### src/rtl/fpa_add_pkg.sv
// rtl/fpa_add_pkg.sv - shared types and sizing helpers for the sequential adders
package fpa_add_pkg;

    typedef enum logic [1:0] {
        IDLE    = 2'd0,
        RESOLVE = 2'd1,
        DONE    = 2'd2
    } icr_state_t;

    // Iteration-count width: must hold 0..n+1 without wrapping.
    function automatic int icr_iw(input int n);
        return $clog2(n + 2);
    endfunction

endpackage

### src/rtl/half_add_stage.sv
// rtl/half_add_stage.sv - bitwise half-add stage producing sum and generate vectors
module half_add_stage #(
    parameter int W = 33
) (
    input  logic [W-1:0] x,
    input  logic [W-1:0] y,
    output logic [W-1:0] s,
    output logic [W-1:0] g
);

    assign s = x ^ y;
    assign g = x & y;

endmodule

### src/rtl/iterative_carry_resolve_add.sv
// rtl/iterative_carry_resolve_add.sv - multi-cycle adder folding carries through one half-add stage
module iterative_carry_resolve_add
    import fpa_add_pkg::*;
#(
    parameter  int N  = 32,
    localparam int IW = icr_iw(N)
) (
    input  logic          clk,
    input  logic          rst_n,
    input  logic          in_valid,
    output logic          in_ready,
    input  logic [N-1:0]  a,
    input  logic [N-1:0]  b,
    input  logic          ci,
    output logic          out_valid,
    input  logic          out_ready,
    output logic [N-1:0]  c,
    output logic          co,
    output logic [IW-1:0] iters
);

    icr_state_t    state_q, state_d;
    logic [N:0]    s_q, s_d;
    logic [N:0]    k_q, k_d;
    logic [IW-1:0] cnt_q, cnt_d;
    logic [N-1:0]  c_q, c_d;
    logic          co_q, co_d;
    logic [IW-1:0] iters_q, iters_d;
    logic          out_valid_q, out_valid_d;

    logic [N:0]    ha_x, ha_y, ha_s, ha_g, g_shl;

    // The single half-add stage sees the operands while idle and the (s,k) pair while resolving.
    half_add_stage #(.W(N + 1)) u_half_add (
        .x (ha_x),
        .y (ha_y),
        .s (ha_s),
        .g (ha_g)
    );

    // Operand mux into the half-add stage; the generate vector becomes the next carry by a left shift.
    always_comb begin
        ha_x = s_q;
        ha_y = k_q;
        if (state_q == IDLE) begin
            ha_x = {1'b0, a};
            ha_y = {1'b0, b};
        end
        // Bit N of the generate vector is always 0 here, so dropping it on the shift loses nothing.
        g_shl = ha_g << 1;
    end

    // Next-state and datapath update: load, fold carries until none remain, then hold the result.
    always_comb begin
        state_d     = state_q;
        s_d         = s_q;
        k_d         = k_q;
        cnt_d       = cnt_q;
        c_d         = c_q;
        co_d        = co_q;
        iters_d     = iters_q;
        out_valid_d = out_valid_q;
        case (state_q)
            IDLE: begin
                if (in_valid) begin
                    s_d     = ha_s;
                    k_d     = g_shl | {{N{1'b0}}, ci};
                    cnt_d   = '0;
                    state_d = RESOLVE;
                end
            end
            RESOLVE: begin
                if (k_q != '0) begin
                    s_d   = ha_s;
                    k_d   = g_shl;
                    cnt_d = cnt_q + IW'(1);
                end else begin
                    c_d         = s_q[N-1:0];
                    co_d        = s_q[N];
                    iters_d     = cnt_q;
                    out_valid_d = 1'b1;
                    state_d     = DONE;
                end
            end
            DONE: begin
                if (out_ready) begin
                    out_valid_d = 1'b0;
                    state_d     = IDLE;
                end
            end
            default: state_d = IDLE;
        endcase
    end

    // State and datapath registers; reset aborts any operation in flight.
    always_ff @(posedge clk or negedge rst_n) begin
        if (!rst_n) begin
            state_q     <= IDLE;
            s_q         <= '0;
            k_q         <= '0;
            cnt_q       <= '0;
            c_q         <= '0;
            co_q        <= 1'b0;
            iters_q     <= '0;
            out_valid_q <= 1'b0;
        end else begin
            state_q     <= state_d;
            s_q         <= s_d;
            k_q         <= k_d;
            cnt_q       <= cnt_d;
            c_q         <= c_d;
            co_q        <= co_d;
            iters_q     <= iters_d;
            out_valid_q <= out_valid_d;
        end
    end

    assign in_ready  = (state_q == IDLE);
    assign out_valid = out_valid_q;
    assign c         = c_q;
    assign co        = co_q;
    assign iters     = iters_q;

endmodule

### config.mk
export PLATFORM = sky130hd
export DESIGN_NAME = iterative_carry_resolve_add
export DESIGN_NICKNAME = d
export VERILOG_FILES = /design/src/rtl/fpa_add_pkg.sv /design/src/rtl/half_add_stage.sv /design/src/rtl/iterative_carry_resolve_add.sv
export SDC_FILE = /design/constraint.sdc
export NUM_CORES = 1
export LEC_CHECK = 0
export BUFFER_PORTS_ARGS = -buffer_cell sky130_fd_sc_hd__buf_2
export CAP_MARGIN = 10
export CORE_UTILIZATION = 56
export DETAILED_ROUTE_END_ITERATION = 10
export PLACE_DENSITY = 0.81
export SYNTH_ARGS = -nofsm -noshare
export SYNTH_HDL_FRONTEND = slang
export SYNTH_SLANG_ARGS = --single-unit
### constraint.sdc
create_clock -name clk -period 4.7 [get_ports clk]
set_input_delay 0.705 -clock clk [delete_from_list [all_inputs] [get_ports clk]]
set_output_delay 0.705 -clock clk [all_outputs]
set_load 0.02 [all_outputs]
== After elaboration in Yosys (flattened, before gate mapping) ==
Index checks and enable logic that the tools add are counted.

* Add/sub/neg operators: 1
* Equal/unequal tests: 6
* Muxes and demuxes: 18
* Bitwise gates (word level): 4
* Reduce and logical (&&, ||, !) cells: 8

{| class="wikitable"
|+ Operator list
! operator !! count
|-
| $mux W33 || 6
|-
| $pmux W33 S2 || 2
|-
| $or A33 B1 Y33 || 1
|-
| $reduce_bool A33 Y1 || 1
|-
| $xor A33 B33 Y33 || 1
|-
| $and A32 B32 Y32 || 1
|-
| $mux W6 || 2
|-
| $pmux W6 S2 || 1
|-
| $reduce_and A3 Y1 || 3
|-
| $ne A2 B2 Y1 const B || 4
|-
| $add A6 B1 Y6 const B || 1
|-
| $mux W2 || 3
|-
| $pmux W2 S3 || 1
|-
| $reduce_bool A2 Y1 || 2
|-
| $eq A2 B1 Y1 const B || 1
|-
| $eq A2 B2 Y1 const B || 1
|-
| $logic_not A2 Y1 || 1
|-
| $mux W1 || 2
|-
| $pmux W1 S2 || 1
|-
| $reduce_and A2 Y1 || 1
|-
| $not A1 Y1 || 1
|}

* Bits in registers: 114

== Logic depth before layout (Yosys ltp) ==
* Depth after elaboration: 6
* Depth in mapped cells: 8

== Hierarchy ==
From an unflattened synthesis, not the netlist that was laid out.

* Cells, all modules: 400
* Area total of the unflattened synthesis: 5730.5 sq um

{| class="wikitable"
|+ By module, submodules not included
! module !! times used !! cells an instance !! area an instance (sq um) !! seq. area each (sq um)
|-
| iterative_carry_resolve_add || 1 || 367 || 5317.6 || 2852.7
|-
| half_add_stage || 1 || 33 || 412.9 || 0.0
|}

== Worst setup path after synthesis ==
OpenSTA, ideal clock, no wires.

* Path type: flip-flop to flip-flop
* Start: reg state_q[0]
* End: reg s_q[10]
* Arrival time: 2.135 ns
* Required time: 4.573 ns
* Slack: 2.438 ns
* Cell stages (with the launch flop): 8
* Clock period less this slack: 2.262 ns
* Cells stage by stage: dfrtp_1 clkbuf_1 nor2_1 clkbuf_1 buf_2 mux2_2 ha_1 mux2_1

* Cells in the longest elaborated chain, start to end: 5
* Elaborated cells between the ends (all ways): 12
* Classes of those cells: eq/ne (3); mux (5); bitwise (1); reduce/logical (3)

{| class="wikitable"
|+ Ends and longest elaborated chain
! item !! line !! text
|-
| start, declared || iterative_carry_resolve_add.sv:22 || <nowiki>icr_state_t state_q, state_d;</nowiki>
|-
| start signal, assigned || iterative_carry_resolve_add.sv:107 || <nowiki>state_q <= state_d;</nowiki>
|-
| $logic_not A2 Y1 * || n/a ||
|-
| via in_ready || iterative_carry_resolve_add.sv:11 || <nowiki>output logic in_ready,</nowiki>
|-
| $mux W33 || iterative_carry_resolve_add.sv:45 || <nowiki>if (state_q == IDLE) begin</nowiki>
|-
| $xor A33 B33 Y33 * || half_add_stage.sv:11 || <nowiki>assign s = x ^ y;</nowiki>
|-
| via ha_s[10] || iterative_carry_resolve_add.sv:31 || <nowiki>logic [N:0] ha_x, ha_y, ha_s, ha_g, g_shl;</nowiki>
|-
| $mux W33 (on tied branches) || iterative_carry_resolve_add.sv:73, iterative_carry_resolve_add.sv:65 ||
|-
| $pmux W33 S2 * || iterative_carry_resolve_add.sv:63 || <nowiki>case (state_q)</nowiki>
|-
| end signal, assigned || iterative_carry_resolve_add.sv:99 || <nowiki>s_q <= '0;</nowiki>
|-
| end signal, assigned || iterative_carry_resolve_add.sv:108 || <nowiki>s_q <= s_d;</nowiki>
|-
| end, declared || iterative_carry_resolve_add.sv:23 || <nowiki>logic [N:0] s_q, s_d;</nowiki>
|}

The timed path passes the listed nets; every way through them passes the cells marked *. The select of a mux whose other input is x is not followed.
A chain may end at the register's enable or synchronous reset.

== Worst setup path in the final report ==
* Start: reg k_q[30]
* End: reg s_q[22]

* Cells in the longest elaborated chain, start to end: 3

{| class="wikitable"
|+ Ends and longest elaborated chain
! item !! line !! text
|-
| start, declared || iterative_carry_resolve_add.sv:24 || <nowiki>logic [N:0] k_q, k_d;</nowiki>
|-
| start signal, assigned || iterative_carry_resolve_add.sv:109 || <nowiki>k_q <= k_d;</nowiki>
|-
| $reduce_bool A33 Y1 || iterative_carry_resolve_add.sv:73 || <nowiki>if (k_q != '0) begin</nowiki>
|-
| $ne A2 B2 Y1 (no source line) || n/a ||
|-
| $reduce_and A3 Y1 (no source line) || n/a ||
|}

No other way between the ends.

==> results.py <==
metrics = {
    "routing": {
        "postRouteAntennaNets": 0,
        "post-route-drc-count": 0,
        "vias": 3613,
        "dr_wl_met3_um": 492,
        "met1_length_um": 5267,
        "finalWirelength_um": 11190,
        "top_layer_used": "met4",
        "wl_per_cell_um": 17.10,
        "via_per_inst": 5.524,
        "drt_first_pass_iters": 4,
        "wl_met2_um": 5364,
        "initialDrtViolationCount": 106,
    },
    "global_route": {
        "grt_first_pass_wirelength_um": 17880,
        "grt-ovfl-total": 0,
        "grt.total_usage": 0.2271,
        "antenna_found_initial": 0,
        "grt_pass1_vias": 3532,
        "grt_max_degree": 82,
    },
    "setup_path": {
        "max_stage_delay_ns": 0.67,
        "critPathTopFamily": "simple AND/OR/NAND/NOR gates",
        "crit_type": "reg2reg",
        "worstReg2RegEnd": "s_q[22]",
        "crit_buf_inv": 2,
        "worst-path-max-fanout": 33,
        "reg2regPathDepth": 7,
        "endpoint_kind": "flip-flop",
        "crit_arrival_ns": 3.37,
        "critPathRequiredTime_ns": 5.08,
        "crit_path_top_delay_cell": "a21o_2",
        "cp-start-kind": "flip-flop",
        "crit_chain": "nor4_1, nand4_1, nor3_2, buf_4, a21o_2, buf_12, mux2_1",
        "ff2ff_setup_slack_ns": 1.71,
        "worstReg2RegStart": "k_q[30]",
    },
    "flow_run": {
        "max-cap-violations": 0,
    },
    "pwr": {
        "leakage_nw": 3.399,
        "power_density_mw_per_mm2": 846.4,
        "p_total_mw": 5.862,
        "ir_drop_uv": 476.5,
    },
    "synthesis": {
        "async_reset_ff_frac": 1.000,
        "synth_edf_count": 0,
        "synthCells": 395,
        "yosysTopAreaCellShare": 0.5033,
        "syn-cell-area_mm2": 0.005668,
        "yosys_register_bits": 114,
        "mappedNetlistNets": 497,
        "ys_seq_area_frac": 0.5033,
        "yosys_warnings": 0,
        "avgSynthCellArea_um2": 14.35,
        "synthTopCellsByArea": "dfrtp_1 50%, mux2_2 19%, mux2_1 15%, ha_1 7.3%, buf_6 1.4%",
        "synth_area_leader_cell": "dfrtp_1",
        "synth_cell_types": 34,
        "synth-main-ff-cell": "dfrtp_1",
    },
    "placement": {
        "port_buffers": 109,
        "dp_hpwl_um": 7598,
        "place_congestion": 0.7510,
        "placed_cell_area_mm2": 0.006309,
    },
    "floorplan": {
        "pin_count": 110,
        "initial_core_util": 0.5799,
        "fp.dieH_um": 102.6,
        "dieArea_mm2": 0.01053,
        "die_width_um": 102.6,
        "rows": 36,
        "core_area_mm2": 0.009774,
    },
    "final_layout": {
        "drive_above_1_share": 0.4702,
        "area_growth_pct": 22.21,
        "multiInputGateArea_mm2": 0.002673,
        "post-route-util": 0.7087,
        "n_antenna_cell": 0,
        "seq_area_mm2": 0.002853,
        "finish.net_count": 610,
        "design_area_mm2": 0.006927,
        "nFillCells": 675,
    },
    "timing": {
        "worstMarginPinSlew_ns": 1.048,
        "fin_skew_ns": 0.007809,
        "fin_tns_setup_ns": 0,
        "slew_viol_final": 0,
        "setup_viol": 0,
        "rsz0062_at_grt": "no",
        "period_minus_slack_ns": 2.989,
        "max_freq_mhz": 334.6,
        "slew_headroom": 0.3017,
        "finalCritPeriodShare": 0.6359,
        "hold_violations": 0,
    },
    "clock_network": {
        "cts_made_buffers": 17,
        "htree_levels": 4,
        "cts.root.buffer_cell": "clkbuf_8",
        "clk_latency_ns": 0.51,
        "post_cts_resized": 0,
        "cts_tree": "yes",
        "clock_path_buffers": 2,
        "cts_setup_buffers": 0,
        "cts.sinks": 114,
        "clk_pin_slew_ns": 0.06,
        "ctsHoldBuffers": 0,
    },
    "status": {
        "status": "finished, final reports clean",
    },
    "min_path": {
        "hold_class": "in2async",
    },
}
## through the flow
step	hold slack, ns	setup WS, ns	std cells
after global placement	0.4658	1.752	622
after CTS	0.3945	1.684	654
after global routing	0.4017	1.562	654
after detailed placement	0.4738	1.720	622
final	0.3713	1.711	654
after floorplan	0.4094	2.438	395
## cell usage after synthesis (all sizes together), types with 2 or more instances
| cell type | n |
|---|---|
| mux2 | 168 |
| dfrtp | 114 |
| ha | 33 |
| buf | 18 |
| nand2 | 8 |
| nor4 | 8 |
| nand3 | 6 |
| nor2 | 5 |
| a22o | 3 |
| clkbuf | 3 |
| inv | 3 |
| o211ai | 3 |
| or4 | 3 |
| a21o | 2 |
| a21oi | 2 |
| nand4 | 2 |
| nor2b | 2 |
| nor3 | 2 |
| o21ai | 2 |
## sequential cells by signal, indices dropped and copies added, names as in the netlist
name	cells
state_q	2
iters	6
k_q	33
c	32
cnt_q	6
co	1
out_valid	1
s_q	33
## report_power, final
part	switching, mW	internal (mW)
combinational	1.33	1.39
sequential	0.329	1.47
clock	0.434	0.899
## layout make-up
type	count	share of cell area
clock inverters	10	0.02240
multi-input cells	257	0.3858
flip-flops and latches	114	0.4119
inverters	3	0.001626
clock buffers	22	0.06684
repair buffers	115	0.08743
well taps	133	0.02402
## per-layer routing
layer | global-route usage | vias up
met5 | 0 | -
met4 | 0.06923 | 0
met3 | 0.04881 | 7
met2 | 0.3579 | 102
met1 | 0.3158 | 1808
li1 | - | 1696
## how the worst max path moves through the flow
stage                         end  slack, ns  startpoint  depth (start not counted)
after global placement    s_q[16]       1.75     k_q[11]                          7
after global routing      k_q[16]       1.56     k_q[11]                          7
after detailed placement  k_q[28]       1.72     k_q[11]                          7
after floorplan           s_q[10]       2.44  state_q[0]                          7
final                     s_q[22]       1.71     k_q[30]                          7
after CTS                 k_q[23]       1.68     k_q[11]                          7
## layout by cell type (no fill, tap or decap), types with 2 or more instances in the layout
cell type	netlist	layout
a21oi_1	2	2
a22o_1	3	3
buf_2	8	108
buf_4	2	6
bufinv_16	0	4
clkbuf_1	3	2
clkbuf_16	0	16
clkbuf_8	0	4
clkinv_2	0	4
clkinvlp_4	0	2
dfrtp_1	114	114
ha_1	33	33
inv_1	3	3
mux2_1	73	73
mux2_2	95	95
nand2_1	8	8
nand3_1	6	6
nand4_1	2	2
nor2_1	5	4
nor2b_1	2	2
nor4_1	7	7
o211ai_1	3	3
or4_1	3	3
## logic make-up after synthesis
group,Yosys count,synth area share
buffers and inverters,24,0.02826
adders and majority gates,33,0.07285
muxes,169,0.3355
and+or+nand+nor,37,0.03598
AOI/OAI and AO/OA,18,0.02406
DFF,114,0.5033
(Power assumes the default switching activity.)
